## src/rtl/mem_port_arbiter_if.sv

```systemverilog
// Shared memory-port bundle: fetch requester, data requester and the memory side.
// The arbiter takes the master view; requesters and memory take the slave view.
interface mem_port_arbiter_if #(
  parameter int AW = 32,
  parameter int DW = 32
);
  logic              i_req;
  logic [AW-1:0]     i_addr;
  logic              i_kill;
  logic [DW-1:0]     i_rdata;
  logic              i_ack;

  logic              d_req;
  logic              d_we;
  logic [AW-1:0]     d_addr;
  logic [DW-1:0]     d_wdata;
  logic [DW/8-1:0]   d_be;
  logic [DW-1:0]     d_rdata;
  logic              d_ack;

  logic              stall_if;
  logic              stall_mem;

  logic              mem_req;
  logic              mem_we;
  logic [AW-1:0]     mem_addr;
  logic [DW-1:0]     mem_wdata;
  logic [DW/8-1:0]   mem_be;
  logic [DW-1:0]     mem_rdata;
  logic              mem_valid;

  modport master (
    input  i_req, i_addr, i_kill, d_req, d_we, d_addr, d_wdata, d_be,
    input  mem_rdata, mem_valid,
    output i_rdata, i_ack, d_rdata, d_ack, stall_if, stall_mem,
    output mem_req, mem_we, mem_addr, mem_wdata, mem_be
  );

  modport slave (
    output i_req, i_addr, i_kill, d_req, d_we, d_addr, d_wdata, d_be,
    output mem_rdata, mem_valid,
    input  i_rdata, i_ack, d_rdata, d_ack, stall_if, stall_mem,
    input  mem_req, mem_we, mem_addr, mem_wdata, mem_be
  );
endinterface

```

## src/rtl/mem_port_arbiter.sv

```systemverilog
// Arbitrates the core's single memory port between instruction fetch and data access,
// one transaction at a time, with starvation protection for fetch and branch-flush drop.
module mem_port_arbiter #(
  parameter int AW         = 32,
  parameter int DW         = 32,
  parameter int STARVE_MAX = 3
) (
  input  logic                clk,
  input  logic                rst,
  mem_port_arbiter_if.master  bus
);

  typedef enum logic [1:0] {IDLE, WAIT, RESP} state_t;
  typedef enum logic {GNT_I, GNT_D} grant_t;

  localparam logic [3:0] STARVE_LIMIT = 4'(STARVE_MAX);

  state_t     state, state_d;
  grant_t     grant, grant_d;
  logic       killed, killed_d;
  logic [3:0] starve_cnt, starve_cnt_d;

  logic fetch_elig;
  logic pick_data;
  logic issue;
  logic cap_i, cap_d;
  logic i_ack_d, d_ack_d;
  logic i_ack_q;

  assign fetch_elig = bus.i_req & ~bus.i_kill;
  // Data wins unless fetch has been passed over STARVE_MAX times in a row.
  assign pick_data  = bus.d_req & ~(fetch_elig & (starve_cnt == STARVE_LIMIT));

  // NOTE: every output of this block gets a default first so no path leaves a
  // variable unassigned, which would otherwise infer a latch.
  always_comb begin
    state_d      = state;
    grant_d      = grant;
    killed_d     = killed;
    starve_cnt_d = starve_cnt;
    issue        = 1'b0;
    cap_i        = 1'b0;
    cap_d        = 1'b0;
    i_ack_d      = 1'b0;
    d_ack_d      = 1'b0;

    unique case (state)
      IDLE: begin
        if (bus.d_req || fetch_elig) begin
          issue    = 1'b1;
          killed_d = 1'b0;
          state_d  = WAIT;
          if (pick_data) begin
            grant_d = GNT_D;
            if (fetch_elig && starve_cnt != STARVE_LIMIT)
              starve_cnt_d = starve_cnt + 4'd1;
          end else begin
            grant_d      = GNT_I;
            starve_cnt_d = 4'd0;
          end
        end
      end

      WAIT: begin
        if (grant == GNT_I && bus.i_kill)
          killed_d = 1'b1;
        // The mem_req cycle is the first WAIT cycle; a completion there is illegal.
        if (bus.mem_valid && !bus.mem_req) begin
          if (grant == GNT_I && (killed || bus.i_kill)) begin
            killed_d = 1'b0;
            state_d  = IDLE;
          end else if (grant == GNT_I) begin
            cap_i   = 1'b1;
            i_ack_d = 1'b1;
            state_d = RESP;
          end else begin
            cap_d   = ~bus.mem_we;
            d_ack_d = 1'b1;
            state_d = RESP;
          end
        end
      end

      RESP: state_d = IDLE;

      default: state_d = IDLE;
    endcase
  end

  // NOTE: sequential state uses non-blocking assignments so every register
  // samples the pre-edge values regardless of statement order.
  always_ff @(posedge clk or posedge rst) begin
    if (rst) begin
      state      <= IDLE;
      grant      <= GNT_I;
      killed     <= 1'b0;
      starve_cnt <= 4'd0;
    end else begin
      state      <= state_d;
      grant      <= grant_d;
      killed     <= killed_d;
      starve_cnt <= starve_cnt_d;
    end
  end

  always_ff @(posedge clk or posedge rst) begin
    if (rst) begin
      bus.mem_req   <= 1'b0;
      bus.mem_we    <= 1'b0;
      bus.mem_addr  <= '0;
      bus.mem_wdata <= '0;
      bus.mem_be    <= '0;
      bus.i_rdata   <= '0;
      bus.d_rdata   <= '0;
      bus.d_ack     <= 1'b0;
      i_ack_q       <= 1'b0;
    end else begin
      bus.mem_req <= issue;
      bus.d_ack   <= d_ack_d;
      i_ack_q     <= i_ack_d;
      if (issue) begin
        if (pick_data) begin
          bus.mem_we    <= bus.d_we;
          bus.mem_addr  <= bus.d_addr;
          bus.mem_wdata <= bus.d_wdata;
          bus.mem_be    <= bus.d_be;
        end else begin
          bus.mem_we    <= 1'b0;
          bus.mem_addr  <= bus.i_addr;
          bus.mem_wdata <= '0;
          bus.mem_be    <= '1;
        end
      end
      if (cap_i) bus.i_rdata <= bus.mem_rdata;
      if (cap_d) bus.d_rdata <= bus.mem_rdata;
    end
  end

  // A flush arriving in the response cycle still swallows the fetch acknowledge.
  assign bus.i_ack     = i_ack_q & ~bus.i_kill;
  assign bus.stall_if  = bus.i_req & ~bus.i_ack & ~bus.i_kill;
  assign bus.stall_mem = bus.d_req & ~bus.d_ack;

endmodule

```

## src/flat_wrapper.sv

```systemverilog
// flat-port wrapper written by rule: the top's interface ports become plain ports
module mem_port_arbiter_flat 
#(
  parameter int AW         = 32,
  parameter int DW         = 32,
  parameter int STARVE_MAX = 3
)
  (clk, rst, bus_i_req, bus_i_addr, bus_i_kill, bus_d_req, bus_d_we, bus_d_addr, bus_d_wdata, bus_d_be, bus_mem_rdata, bus_mem_valid, bus_i_rdata, bus_i_ack, bus_d_rdata, bus_d_ack, bus_stall_if, bus_stall_mem, bus_mem_req, bus_mem_we, bus_mem_addr, bus_mem_wdata, bus_mem_be);
  mem_port_arbiter_if #(.AW(AW), .DW(DW)) bus_i ();
  input  logic clk;
  input  logic rst;
  input wire logic [$bits(bus_i.i_req)-1:0] bus_i_req;
  input wire logic [$bits(bus_i.i_addr)-1:0] bus_i_addr;
  input wire logic [$bits(bus_i.i_kill)-1:0] bus_i_kill;
  input wire logic [$bits(bus_i.d_req)-1:0] bus_d_req;
  input wire logic [$bits(bus_i.d_we)-1:0] bus_d_we;
  input wire logic [$bits(bus_i.d_addr)-1:0] bus_d_addr;
  input wire logic [$bits(bus_i.d_wdata)-1:0] bus_d_wdata;
  input wire logic [$bits(bus_i.d_be)-1:0] bus_d_be;
  input wire logic [$bits(bus_i.mem_rdata)-1:0] bus_mem_rdata;
  input wire logic [$bits(bus_i.mem_valid)-1:0] bus_mem_valid;
  output wire logic [$bits(bus_i.i_rdata)-1:0] bus_i_rdata;
  output wire logic [$bits(bus_i.i_ack)-1:0] bus_i_ack;
  output wire logic [$bits(bus_i.d_rdata)-1:0] bus_d_rdata;
  output wire logic [$bits(bus_i.d_ack)-1:0] bus_d_ack;
  output wire logic [$bits(bus_i.stall_if)-1:0] bus_stall_if;
  output wire logic [$bits(bus_i.stall_mem)-1:0] bus_stall_mem;
  output wire logic [$bits(bus_i.mem_req)-1:0] bus_mem_req;
  output wire logic [$bits(bus_i.mem_we)-1:0] bus_mem_we;
  output wire logic [$bits(bus_i.mem_addr)-1:0] bus_mem_addr;
  output wire logic [$bits(bus_i.mem_wdata)-1:0] bus_mem_wdata;
  output wire logic [$bits(bus_i.mem_be)-1:0] bus_mem_be;
  assign bus_i.i_req = bus_i_req;
  assign bus_i.i_addr = bus_i_addr;
  assign bus_i.i_kill = bus_i_kill;
  assign bus_i.d_req = bus_d_req;
  assign bus_i.d_we = bus_d_we;
  assign bus_i.d_addr = bus_d_addr;
  assign bus_i.d_wdata = bus_d_wdata;
  assign bus_i.d_be = bus_d_be;
  assign bus_i.mem_rdata = bus_mem_rdata;
  assign bus_i.mem_valid = bus_mem_valid;
  assign bus_i_rdata = bus_i.i_rdata;
  assign bus_i_ack = bus_i.i_ack;
  assign bus_d_rdata = bus_i.d_rdata;
  assign bus_d_ack = bus_i.d_ack;
  assign bus_stall_if = bus_i.stall_if;
  assign bus_stall_mem = bus_i.stall_mem;
  assign bus_mem_req = bus_i.mem_req;
  assign bus_mem_we = bus_i.mem_we;
  assign bus_mem_addr = bus_i.mem_addr;
  assign bus_mem_wdata = bus_i.mem_wdata;
  assign bus_mem_be = bus_i.mem_be;
  mem_port_arbiter #(.AW(AW), .DW(DW), .STARVE_MAX(STARVE_MAX)) u_core (.clk(clk), .rst(rst), .bus(bus_i));
endmodule
```

## config.mk

```make
export PLATFORM = sky130hd
export DESIGN_NAME = mem_port_arbiter_flat
export DESIGN_NICKNAME = d
export VERILOG_FILES = /design/src/rtl/mem_port_arbiter_if.sv /design/src/rtl/mem_port_arbiter.sv /design/src/flat_wrapper.sv
export SDC_FILE = /design/constraint.sdc
export NUM_CORES = 1
export LEC_CHECK = 0
export BUFFER_PORTS_ARGS = -buffer_cell sky130_fd_sc_hd__buf_2
export CORE_UTILIZATION = 46
export CTS_CLUSTER_SIZE = 40
export DETAILED_ROUTE_END_ITERATION = 10
export GPL_ROUTABILITY_DRIVEN = 0
export GPL_TIMING_DRIVEN = 0
export PLACE_DENSITY_LB_ADDON = 0.15
export SETUP_SLACK_MARGIN = 0.1
export SLEW_MARGIN = 10
export SYNTH_ARGS = -nofsm -noshare
export SYNTH_HDL_FRONTEND = slang
export SYNTH_SLANG_ARGS = --single-unit
```

## constraint.sdc

```tcl
create_clock -name clk -period 8.3 [get_ports clk]
set_input_delay 0 -clock clk [delete_from_list [all_inputs] [get_ports clk]]
set_output_delay 0 -clock clk [all_outputs]
set_load 0.01 [all_outputs]
```

==> results of run 1 <==
[cell usage after synthesis, types with 4 or more instances]
master / count
a21oi_1: 34
buf_1: 4
buf_6: 9
clkbuf_1: 13
dfrtp_1: 144
inv_1: 4
mux2_2: 5
mux2_4: 59
mux2i_1: 32
nand2_1: 79
nor2_1: 35
nor2b_1: 5
o21ai_0: 44
[stage by stage]
step           setup slack, ns  instances  power (mW)  area, um^2
5_1_grt                   5.70       1104        3.46        9610
6_report                  5.88       1104        3.26        9610
3_3_place_gp              3.00        936        2.42        7680
4_1_cts                   5.87       1104        3.24        9610
2_1_floorplan             4.43        488        1.95        6080
3_5_place_dp              6.39        937        2.47        7710
[registers in the layout, summed over array words and instances, names as in the netlist, 2 cells and up]
register	count
u_core.bus.i_rdata	32
u_core.bus.mem_be	4
u_core.bus.mem_addr	32
u_core.bus.d_rdata	32
u_core.bus.mem_wdata	32
u_core.state	2
u_core.starve_cnt	4
[layer usage]
layer  GRT usage [%]  wire length [um]  up-vias
met5               0                 0        -
li1                -                 -     2517
met3            9.01              1310       28
met2            47.7              9380      239
met4            10.9               318        0
met1            29.9              7020     2591
[area by class of cell]
cell class / count / area (um^2) / area share [%]
Buffer: 29 / 183 / 1.90
Inverter: 4 / 20.0 / 0.208
Clock buffer: 25 / 485 / 5.05
Clock inverter: 6 / 57.6 / 0.599
Multi-Input combinational cell: 311 / 2280 / 23.7
Tap cell: 172 / 215 / 2.24
Timing Repair Buffer: 413 / 2770 / 28.8
Sequential cell: 144 / 3600 / 37.5
[logic make-up (layout without fill, tap and decap cells)]
group / count (synthesis) / in the layout / share of synthesized area, %
adders and majority gates: 1 / 1 / 0.206
and+or+nand+nor: 132 / 132 / 9.63
muxes: 96 / 96 / 20.8
DFF: 144 / 144 / 59.3
AOI/OAI and AO/OA: 82 / 82 / 6.89
buffers and inverters: 33 / 477 / 3.25
[worst max path at each step]
stage                                                endpoint  cells past startpoint
after floorplan                    u_core.bus.d_ack$_DFF_PP0_                      1
after global placement     u_core.bus.d_rdata[20]$_DFFE_PP0P_                      2
after detailed placement   u_core.bus.mem_addr[0]$_DFFE_PP0P_                      7
after CTS                  u_core.bus.mem_addr[0]$_DFFE_PP0P_                      8
after global routing      u_core.bus.mem_addr[13]$_DFFE_PP0P_                      8
final                     u_core.bus.mem_addr[11]$_DFFE_PP0P_                      8
[worst reg2reg max path, cell delays in order (launching register included)]
cell	delay (ns)
dfrtp_1	0.40
ha_1	0.19
nand2b_1	0.08
o31ai_1	0.20
buf_4	0.28
buf_6	0.21
mux2i_1	0.23
dlygate4sd3_1	0.61
a21oi_1	0.08
[power groups by stage]
stage / clock (mW) / combinational (mW) / sequential, mW
CTS: 0.720 / 1.29 / 1.23
floorplan: 0 / 0.562 / 1.39
global placement: 0 / 1.21 / 1.22
detailed placement: 0 / 1.23 / 1.23
finish: 0.708 / 1.31 / 1.25
global route: 0.750 / 1.43 / 1.28
==> impl_metrics.env, run 1 <==
export IMPL_critPathSlowestCell="dlygate4sd3_1"
export IMPL_cts_buffer_depth=2
export IMPL_fill_cells=777
export IMPL_hold_path_endpoint="u_core.starve_cnt[2]$_DFFE_PP0P_"
export IMPL_synthDistinctLibCells=30
export IMPL_path_clk_slew_ns=0.06
export IMPL_cp_max_fo=10
export IMPL_ys_async_sr_fraction_pct=100
export IMPL_p_per_area_mw_per_mm2=339
export IMPL_vias=5375
export IMPL_dp_hpwl_mm=11.0
export IMPL_setup_tns_final_ns=0
export IMPL_worst_r2r_endpoint="u_core.bus.mem_addr[11]$_DFFE_PP0P_"
export IMPL_seq_power_share_pct=38.2
export IMPL_syn_inst=488
export IMPL_slew_violations=0
export IMPL_cpPeakStageDelay_ns=0.61
export IMPL_skew_ns=0.0102
export IMPL_hold_depth=4
export IMPL_crit_chain="ha_1 > nand2b_1 > o31ai_1 > buf_4 > buf_6 > mux2i_1 > dlygate4sd3_1 > a21oi_1"
export IMPL_arrival_ns=2.70
export IMPL_max_slew_margin_pct=63.9
export IMPL_irDropWorstVdd_v=0.000193
export IMPL_hold_path_class="in -> reg"
export IMPL_synth_top_area_share_pct=59.3
export IMPL_synth_edf_count=0
export IMPL_synth_yosys_seq_area_share_pct=59.3
export IMPL_die_area_mm2=0.0137
export IMPL_final_hold_violation_count=0
export IMPL_final_cell_mix="278 x buf_2, 144 x dfrtp_1, 136 x dlygate4sd3_1"
export IMPL_antenna_cells=0
export IMPL_syn_avg_cell_area_um2=12.5
export IMPL_drt_total_wl_mm=18.0
export IMPL_antenna_left=0
export IMPL_initialDrtViolationCount=307
export IMPL_cts_root_buffer="clkbuf_16"
export IMPL_critPathLaunchType="flop"
export IMPL_post_route_period_util_pct=29.2
export IMPL_hp_start="bus_d_req"
export IMPL_power_frac_clock_pct=21.7
export IMPL_numCtsBuffers=17
export IMPL_leakagePower_nw=5.00
export IMPL_ys_seq_elements=144
export IMPL_clock_sinks=144
export IMPL_grt_usage_pct=27.0
export IMPL_cts_tree="yes"
export IMPL_htree_levels=4
export IMPL_power_switching_mw=1.14
export IMPL_crit_start="u_core.starve_cnt[0]$_DFFE_PP0P_"
export IMPL_hold_buffers=136
export IMPL_final_util_pct=75.3
export IMPL_insertion_delay_ns=0.42
export IMPL_maxCapViolCount=0
export IMPL_fp_dieW_um=117
export IMPL_r2r_worst_path_cells=8
export IMPL_synth_area_mm2=0.00608
export IMPL_wl_per_cell_um=16.3
export IMPL_grt_pass1_wl_mm=27.6
export IMPL_yosysWarnings=0
export IMPL_syn_num_nets=628
export IMPL_io_pins=277
export IMPL_swShare_pct=34.8
export IMPL_grt_ovfl_total=0
export IMPL_dr_pass1_iters=5
export IMPL_crit_path_end_kind="flop"
export IMPL_rr_startpoint="u_core.starve_cnt[0]$_DFFE_PP0P_"
export IMPL_worstMarginPinSlew_ns=0.542
export IMPL_fmax_mhz=413
export IMPL_antenna_found_initial=0
export IMPL_critPathTopFamily="buffers and inverters"
export IMPL_cts_resized=0
export IMPL_drive_above_1_share_pct=41.2
export IMPL_rows=41
export IMPL_drc=0
export IMPL_dominantRegCellSynth="dfrtp_1"
export IMPL_crit_buf_inv=3
export IMPL_grt_max_degree=86
export IMPL_die_h_um=117
export IMPL_period_needed_ns=2.42
export IMPL_crit_type="reg -> reg"
export IMPL_final_common_cell="buf_2"
export IMPL_intPower_mw=2.12
export IMPL_rsz0062_at_grt="no"
export IMPL_p_comb_share_pct=40.1
export IMPL_io_buffers=276
export IMPL_status="finished clean"
export IMPL_setup_viol=0
export IMPL_syn2layout_area_growth_pct=58.1
export IMPL_viasPerCell=4.87
export IMPL_hold_worst_slack_ns=0.0288
export IMPL_required_ns=8.58
export IMPL_post_cts_setup_buffers=0
export IMPL_grt_pass1_vias=5701
export IMPL_final_net_count=1060
export IMPL_synth_area_leaders="dfrtp_1 59%, mux2_4 15%, mux2i_1 5.3%"
export IMPL_synth_largest_area_cell="dfrtp_1"
export IMPL_rrSetupSlack_ns=5.88
export IMPL_start_util_pct=47.6
export IMPL_coreArea_mm2=0.0128
Power figures use the tool's default switching activity.
==> run 2: changes to the inputs <==
Settings changed: ABC_AREA from default to 1, CORE_UTILIZATION 46 to 43.
Clock period 8.3 ns to 2.1 ns, I/O delays scaled along.
==> run 2 against run 1 <==
Net effect: sequential share of layout area shrank 1.2 points; global-route usage shrank 1.5 points; routed wire length grew 5.0%; design area grew 3.2%; clock power grew to 3.9 times the previous value; cell count grew 24%; core utilization shrank 4.9 points; maximum frequency grew 27%; synthesized area grew 3.6%; count of clock-buffer cells in the layout shrank 5; sequential power grew to 3.8 times the previous value; register-to-register slack lost 5.7 ns.
==> impl_metrics.env, run 2 <==
export IMPL_top_usage_layer="met2"
export IMPL_skew_ns=0.00786
export IMPL_dp_hpwl_mm=12.2
export IMPL_irDropWorstVdd_v=0.000760
export IMPL_fill_cells=1112
export IMPL_hold_depth=5
export IMPL_grt_pass1_wl_mm=29.4
export IMPL_rsz0062_at_grt="no"
export IMPL_syn2layout_area_growth_pct=57.5
export IMPL_critPathLaunchType="flop"
export IMPL_setup_slack_ns=0.191
export IMPL_fmax_mhz=524
export IMPL_cts_tree="yes"
export IMPL_dp_slack_ns=0.434
export IMPL_synth_yosys_seq_area_share_pct=57.2
export IMPL_status="finished clean"
export IMPL_insertion_delay_ns=0.42
export IMPL_final_cell_mix="284 x buf_2, 284 x nand2_1, 144 x dfrtp_1"
export IMPL_arrival_ns=2.21
export IMPL_wl_per_cell_um=13.8
export IMPL_initialDrtViolationCount=364
export IMPL_hold_path_class="in -> reg"
export IMPL_max_slew_margin_pct=65.3
export IMPL_yosysWarnings=0
export IMPL_path_clk_slew_ns=0.06
export IMPL_viasPerCell=4.69
export IMPL_ys_seq_elements=144
export IMPL_cts_buffer_depth=2
export IMPL_coreArea_mm2=0.0141
export IMPL_numCtsBuffers=17
export IMPL_fin_area_mm2=0.00993
export IMPL_dp_cells=1198
export IMPL_use_met2_pct=43.1
export IMPL_use_met3_pct=6.41
export IMPL_start_util_pct=44.7
export IMPL_drive_above_1_share_pct=31.7
export IMPL_io_pins=277
export IMPL_leakagePower_nw=5.70
export IMPL_crit_type="reg -> reg"
export IMPL_drt_total_wl_mm=18.9
export IMPL_post_route_period_util_pct=90.9
export IMPL_yosys_top_cells_count="284 x nand2_1, 144 x dfrtp_1, 110 x inv_1"
export IMPL_r2r_worst_path_cells=8
export IMPL_rows=43
export IMPL_fp_dieW_um=123
export IMPL_clock_sinks=144
export IMPL_final_net_count=1315
export IMPL_io_buffers=275
export IMPL_syn_inst=739
export IMPL_grt_usage_pct=25.4
export IMPL_slew_violations=0
export IMPL_required_ns=2.40
export IMPL_synth_largest_area_cell="dfrtp_1"
export IMPL_synth_area_mm2=0.00630
export IMPL_placed_cell_area_mm2=0.00799
export IMPL_final_util_pct=70.4
export IMPL_drc=0
export IMPL_syn_num_nets=879
export IMPL_setup_viol=0
export IMPL_vias=6407
export IMPL_antenna_cells=0
export IMPL_worstMarginPinSlew_ns=0.519
export IMPL_grt_max_degree=39
export IMPL_synth_edf_count=0
export IMPL_grt_pass1_vias=6215
export IMPL_htree_levels=4
export IMPL_dr_pass1_iters=5
export IMPL_ys_async_sr_fraction_pct=100
export IMPL_synth_area_leaders="dfrtp_1 57%, nand2_1 17%, inv_1 6.6%"
export IMPL_power_mw=12.4
export IMPL_synthDistinctLibCells=26
export IMPL_dominantRegCellSynth="dfrtp_1"
export IMPL_final_hold_violation_count=0
export IMPL_p_per_area_mw_per_mm2=1250
export IMPL_synth_top_area_share_pct=57.2
export IMPL_antenna_found_initial=0
export IMPL_syn_avg_cell_area_um2=8.53
export IMPL_grt_ovfl_total=0
export IMPL_die_h_um=123
export IMPL_cp_max_fo=10
export IMPL_antenna_left=0
export IMPL_die_area_mm2=0.0151
export IMPL_cts_root_buffer="clkbuf_16"
export IMPL_final_cells=1367
export IMPL_grt_use_met1_pct=29.6
export IMPL_period_needed_ns=1.91
export IMPL_yosysMostFrequentCell="nand2_1"
export IMPL_maxCapViolCount=0
export IMPL_crit_path_end_kind="flop"
-- run 2: changes by cell type in the layout (fill, tap and decap cells not counted), moves of 13 or more --
cell	change
a21oi_1	-33
inv_1	+106
mux2_4	-59
mux2i_1	-32
nand2_1	+205
nand3_1	+65
nor2_1	-27
o21ai_1	+13
o21ai_2	+21
-- run 2: cell type report --
class | count | area [um^2] | area share [%]
inverters | 111 | 420 | 4.24
plain buffers | 38 | 274 | 2.76
flip-flops and latches | 144 | 3600 | 36.3
multi-input cells | 446 | 2020 | 20.4
well taps | 180 | 225 | 2.27
repair buffers | 417 | 2830 | 28.5
clock inverters | 11 | 91.3 | 0.920
clock buffers | 20 | 457 | 4.60
-- run 2: cell families (layout without fill, tap and decap cells) --
| logic type | Yosys count | count (layout) | synth area share [%] |
|---|---|---|---|
| AO/OA/AOI/OAI | 76 | 76 | 7.55 |
| XOR/XNOR | 1 | 1 | 0.139 |
| adder cells (fa/ha/maj) | 1 | 1 | 0.199 |
| buffers and inverters | 149 | 597 | 10.8 |
| flip-flops | 144 | 144 | 57.2 |
| AND/OR/NAND/NOR | 368 | 368 | 24.1 |
-- run 2: path summary, 6_finish.rpt --
kind / from / to / slack (ns)
min reg2reg: u_core.bus.mem_addr[10]$_DFFE_PP0P_ / u_core.bus.mem_addr[10]$_DFFE_PP0P_ / 0.47
max: u_core.starve_cnt[0]$_DFFE_PP0P_ / u_core.bus.mem_addr[21]$_DFFE_PP0P_ / 0.19
max in group asynchronous: rst / u_core.bus.mem_addr[5]$_DFFE_PP0P_ / 1.19
min: bus_d_req / u_core.bus.mem_wdata[25]$_DFFE_PP0P_ / 0.09
min in group asynchronous: rst / u_core.bus.mem_wdata[20]$_DFFE_PP0P_ / 0.17
max reg2reg: u_core.starve_cnt[0]$_DFFE_PP0P_ / u_core.bus.mem_addr[21]$_DFFE_PP0P_ / 0.19
-- run 2: per-layer routing --
layer	part of all wire [%]	up-vias	wire length, um
met5	0	-	0
met4	3.7	0	703
met3	6.7	58	1270
met2	49	257	9220
met1	41	2965	7740
li1	-	3127	-
-- run 2: through the flow --
stage / setup TNS [ns] / hold slack [ns]
2_1_floorplan: 0 / 0.0475
5_1_grt: 0 / 0.0994
3_5_place_dp: 0 / 0.0634
3_3_place_gp: -91.76 / 0.199
4_1_cts: 0 / 0.0846
6_report: 0 / 0.0914
-- run 2: worst max-delay path: stages, from the launching register on --
cell           delay [ns]
dfrtp_1              0.39
ha_2                 0.23
nand3_4              0.12
nand2_4              0.11
clkbuf_4             0.21
nand2_1              0.06
nand3_1              0.07
dlygate4sd3_1        0.55
nand2_1              0.06
-- run 2: what timing repair did --
action                                  4_1_cts  5_1_grt
resized for setup                             0        6
hold buffers                                136        0
endpoints found under the setup margin        0       10
endpoints found under the hold margin       203        0
buffers inserted                              0        2
-- run 2: power by group --
| part | switching (mW) | internal, mW |
|---|---|---|
| Clock | 1.11 | 1.67 |
| Sequential | 0.672 | 4.07 |
| Combinational | 2.78 | 2.10 |
==> run 3: changes to the inputs <==
Settings changed: RECOVER_POWER from default to 100.
==> run 3 against run 2 <==
Net effect: non-clock buffer count unchanged; routed wire length increased by 0.20%; worst hold slack got worse by 0.018 ns.
==> impl_metrics.env, run 3 (synthesis gave the netlist of run 2 again) <==
export IMPL_rows=43
export IMPL_coreArea_mm2=0.0141
export IMPL_drt_total_wl_mm=19.0
export IMPL_p_comb_share_pct=36.3
export IMPL_placed_cell_area_mm2=0.00799
export IMPL_max_slew_margin_pct=39.1
export IMPL_final_cell_mix="285 x nand2_1, 158 x clkbuf_1, 144 x dfrtp_1"
export IMPL_hold_worst_slack_ns=0.0733
export IMPL_power_frac_clock_pct=23.5
export IMPL_fp_dieW_um=123
export IMPL_fmax_mhz=518
export IMPL_insertion_delay_ns=0.42
export IMPL_grt_usage_pct=25.4
export IMPL_post_route_period_util_pct=91.9
export IMPL_antenna_found_initial=0
export IMPL_required_ns=2.41
export IMPL_intPower_mw=7.35
export IMPL_die_h_um=123
export IMPL_drive_above_1_share_pct=17.3
export IMPL_final_hold_violation_count=0
export IMPL_crit_chain="ha_1 > nand3_4 > nand2_4 > clkbuf_4 > nand2_1 > nand3_1 > dlygate4sd3_1 > nand2_1"
export IMPL_setup_tns_final_ns=0
export IMPL_critPathSlowestCell="dlygate4sd3_1"
export IMPL_skew_ns=0.00780
export IMPL_io_buffers=275
export IMPL_critPathLaunchType="flop"
export IMPL_final_net_count=1315
export IMPL_wl_per_cell_um=13.9
export IMPL_initialDrtViolationCount=358
export IMPL_cts_tree="yes"
export IMPL_dp_hpwl_mm=12.2
export IMPL_path_clk_slew_ns=0.06
export IMPL_setup_viol=0
export IMPL_cpMostUsedCell="nand2_1"
export IMPL_antenna_left=0
export IMPL_hold_path_class="in -> reg"
export IMPL_cts_buffer_depth=2
export IMPL_viasPerCell=4.69
export IMPL_critPathTopFamily="buffers and inverters"
export IMPL_cpPeakStageDelay_ns=0.55
export IMPL_final_common_cell="nand2_1"
export IMPL_dr_pass1_iters=5
export IMPL_final_util_pct=67.7
export IMPL_setup_slack_ns=0.170
export IMPL_die_area_mm2=0.0151
export IMPL_period_needed_ns=1.93
export IMPL_cts_root_buffer="clkbuf_16"
export IMPL_crit_type="reg -> reg"
export IMPL_dp_slack_ns=0.434
export IMPL_grt_pass1_vias=6215
export IMPL_grt_max_degree=39
export IMPL_slew_violations=0
export IMPL_leakagePower_nw=5.13
export IMPL_cp_max_fo=10
export IMPL_crit_path_end_kind="flop"
export IMPL_grt_pass1_wl_mm=29.4
export IMPL_grt_ovfl_total=0
export IMPL_irDropWorstVdd_v=0.000726
export IMPL_htree_levels=4
export IMPL_fin_area_mm2=0.00954
export IMPL_worstMarginPinSlew_ns=0.914
export IMPL_seq_power_share_pct=40.2
export IMPL_power_mw=11.9
export IMPL_rsz0062_at_grt="no"
export IMPL_swShare_pct=38.2
export IMPL_clock_sinks=144
export IMPL_vias=6410
export IMPL_start_util_pct=44.7
export IMPL_arrival_ns=2.23
export IMPL_dp_cells=1198
export IMPL_status="finished clean"
export IMPL_numCtsBuffers=17
export IMPL_antenna_cells=0
export IMPL_drc=0
export IMPL_io_pins=277
export IMPL_final_cells=1367
export IMPL_p_per_area_mw_per_mm2=1250
export IMPL_crit_buf_inv=2
export IMPL_syn2layout_area_growth_pct=51.4
export IMPL_power_switching_mw=4.54
export IMPL_maxCapViolCount=0
run 3: tightest hold or removal path, stage by stage:
cell and delay [ns]:
buf_2 0.17, nand2_4 0.11, nor2_4 0.06, nand2_1 0.06
nand2_1 0.04
run 3: path summary, 6_finish.rpt:
path	end	slack, ns	cells past startpoint	start
setup / recovery	u_core.bus.mem_addr[21]$_DFFE_PP0P_	0.17	8	u_core.starve_cnt[0]$_DFFE_PP0P_
hold / removal	u_core.bus.mem_wdata[23]$_DFFE_PP0P_	0.07	5	bus_d_req
setup reg to reg	u_core.bus.mem_addr[21]$_DFFE_PP0P_	0.17	8	u_core.starve_cnt[0]$_DFFE_PP0P_
hold reg to reg	u_core.bus.mem_addr[10]$_DFFE_PP0P_	0.48	2	u_core.bus.mem_addr[10]$_DFFE_PP0P_
max in group asynchronous	u_core.bus.d_rdata[5]$_DFFE_PP0P_	0.50	4	rst
min in group asynchronous	u_core.bus.mem_wdata[20]$_DFFE_PP0P_	0.25	3	rst
run 3: final cells by class:
| class | instances | area [um^2] |
|---|---|---|
| clock buffer | 20 | 457 |
| tap | 180 | 225 |
| inverter | 111 | 418 |
| fill | 1237 | 4550 |
| multi-input combinational | 446 | 1930 |
| clock inverter | 11 | 91.3 |
| timing repair buffer | 417 | 2620 |
| buffer | 38 | 200 |
| sequential | 144 | 3600 |
run 3: power by group through the flow:
stage                     Sequential [mW]  Clock [mW]  Combinational (mW)
after floorplan                      5.35           0                1.95
after global placement               4.73           0                4.48
after detailed placement             4.73           0                4.57
after CTS                            4.72        2.85                4.83
after global routing                 4.93        2.97                4.87
final                                4.78        2.79                4.32
run 3: per-layer routing:
metal	up-vias	GRT usage (%)	share of wire (%)
met5	-	0	0
met4	0	13.7	3.9
met3	69	6.41	6.6
met2	254	43.1	49
met1	2960	29.6	41
li1	3127	-	-
run 3: what timing repair did:
item,CTS,global route
resized for setup,0,6
hold buffers,136,0
endpoints found under the setup margin,0,10
hold endpoints to repair,203,0
setup buffers,0,2
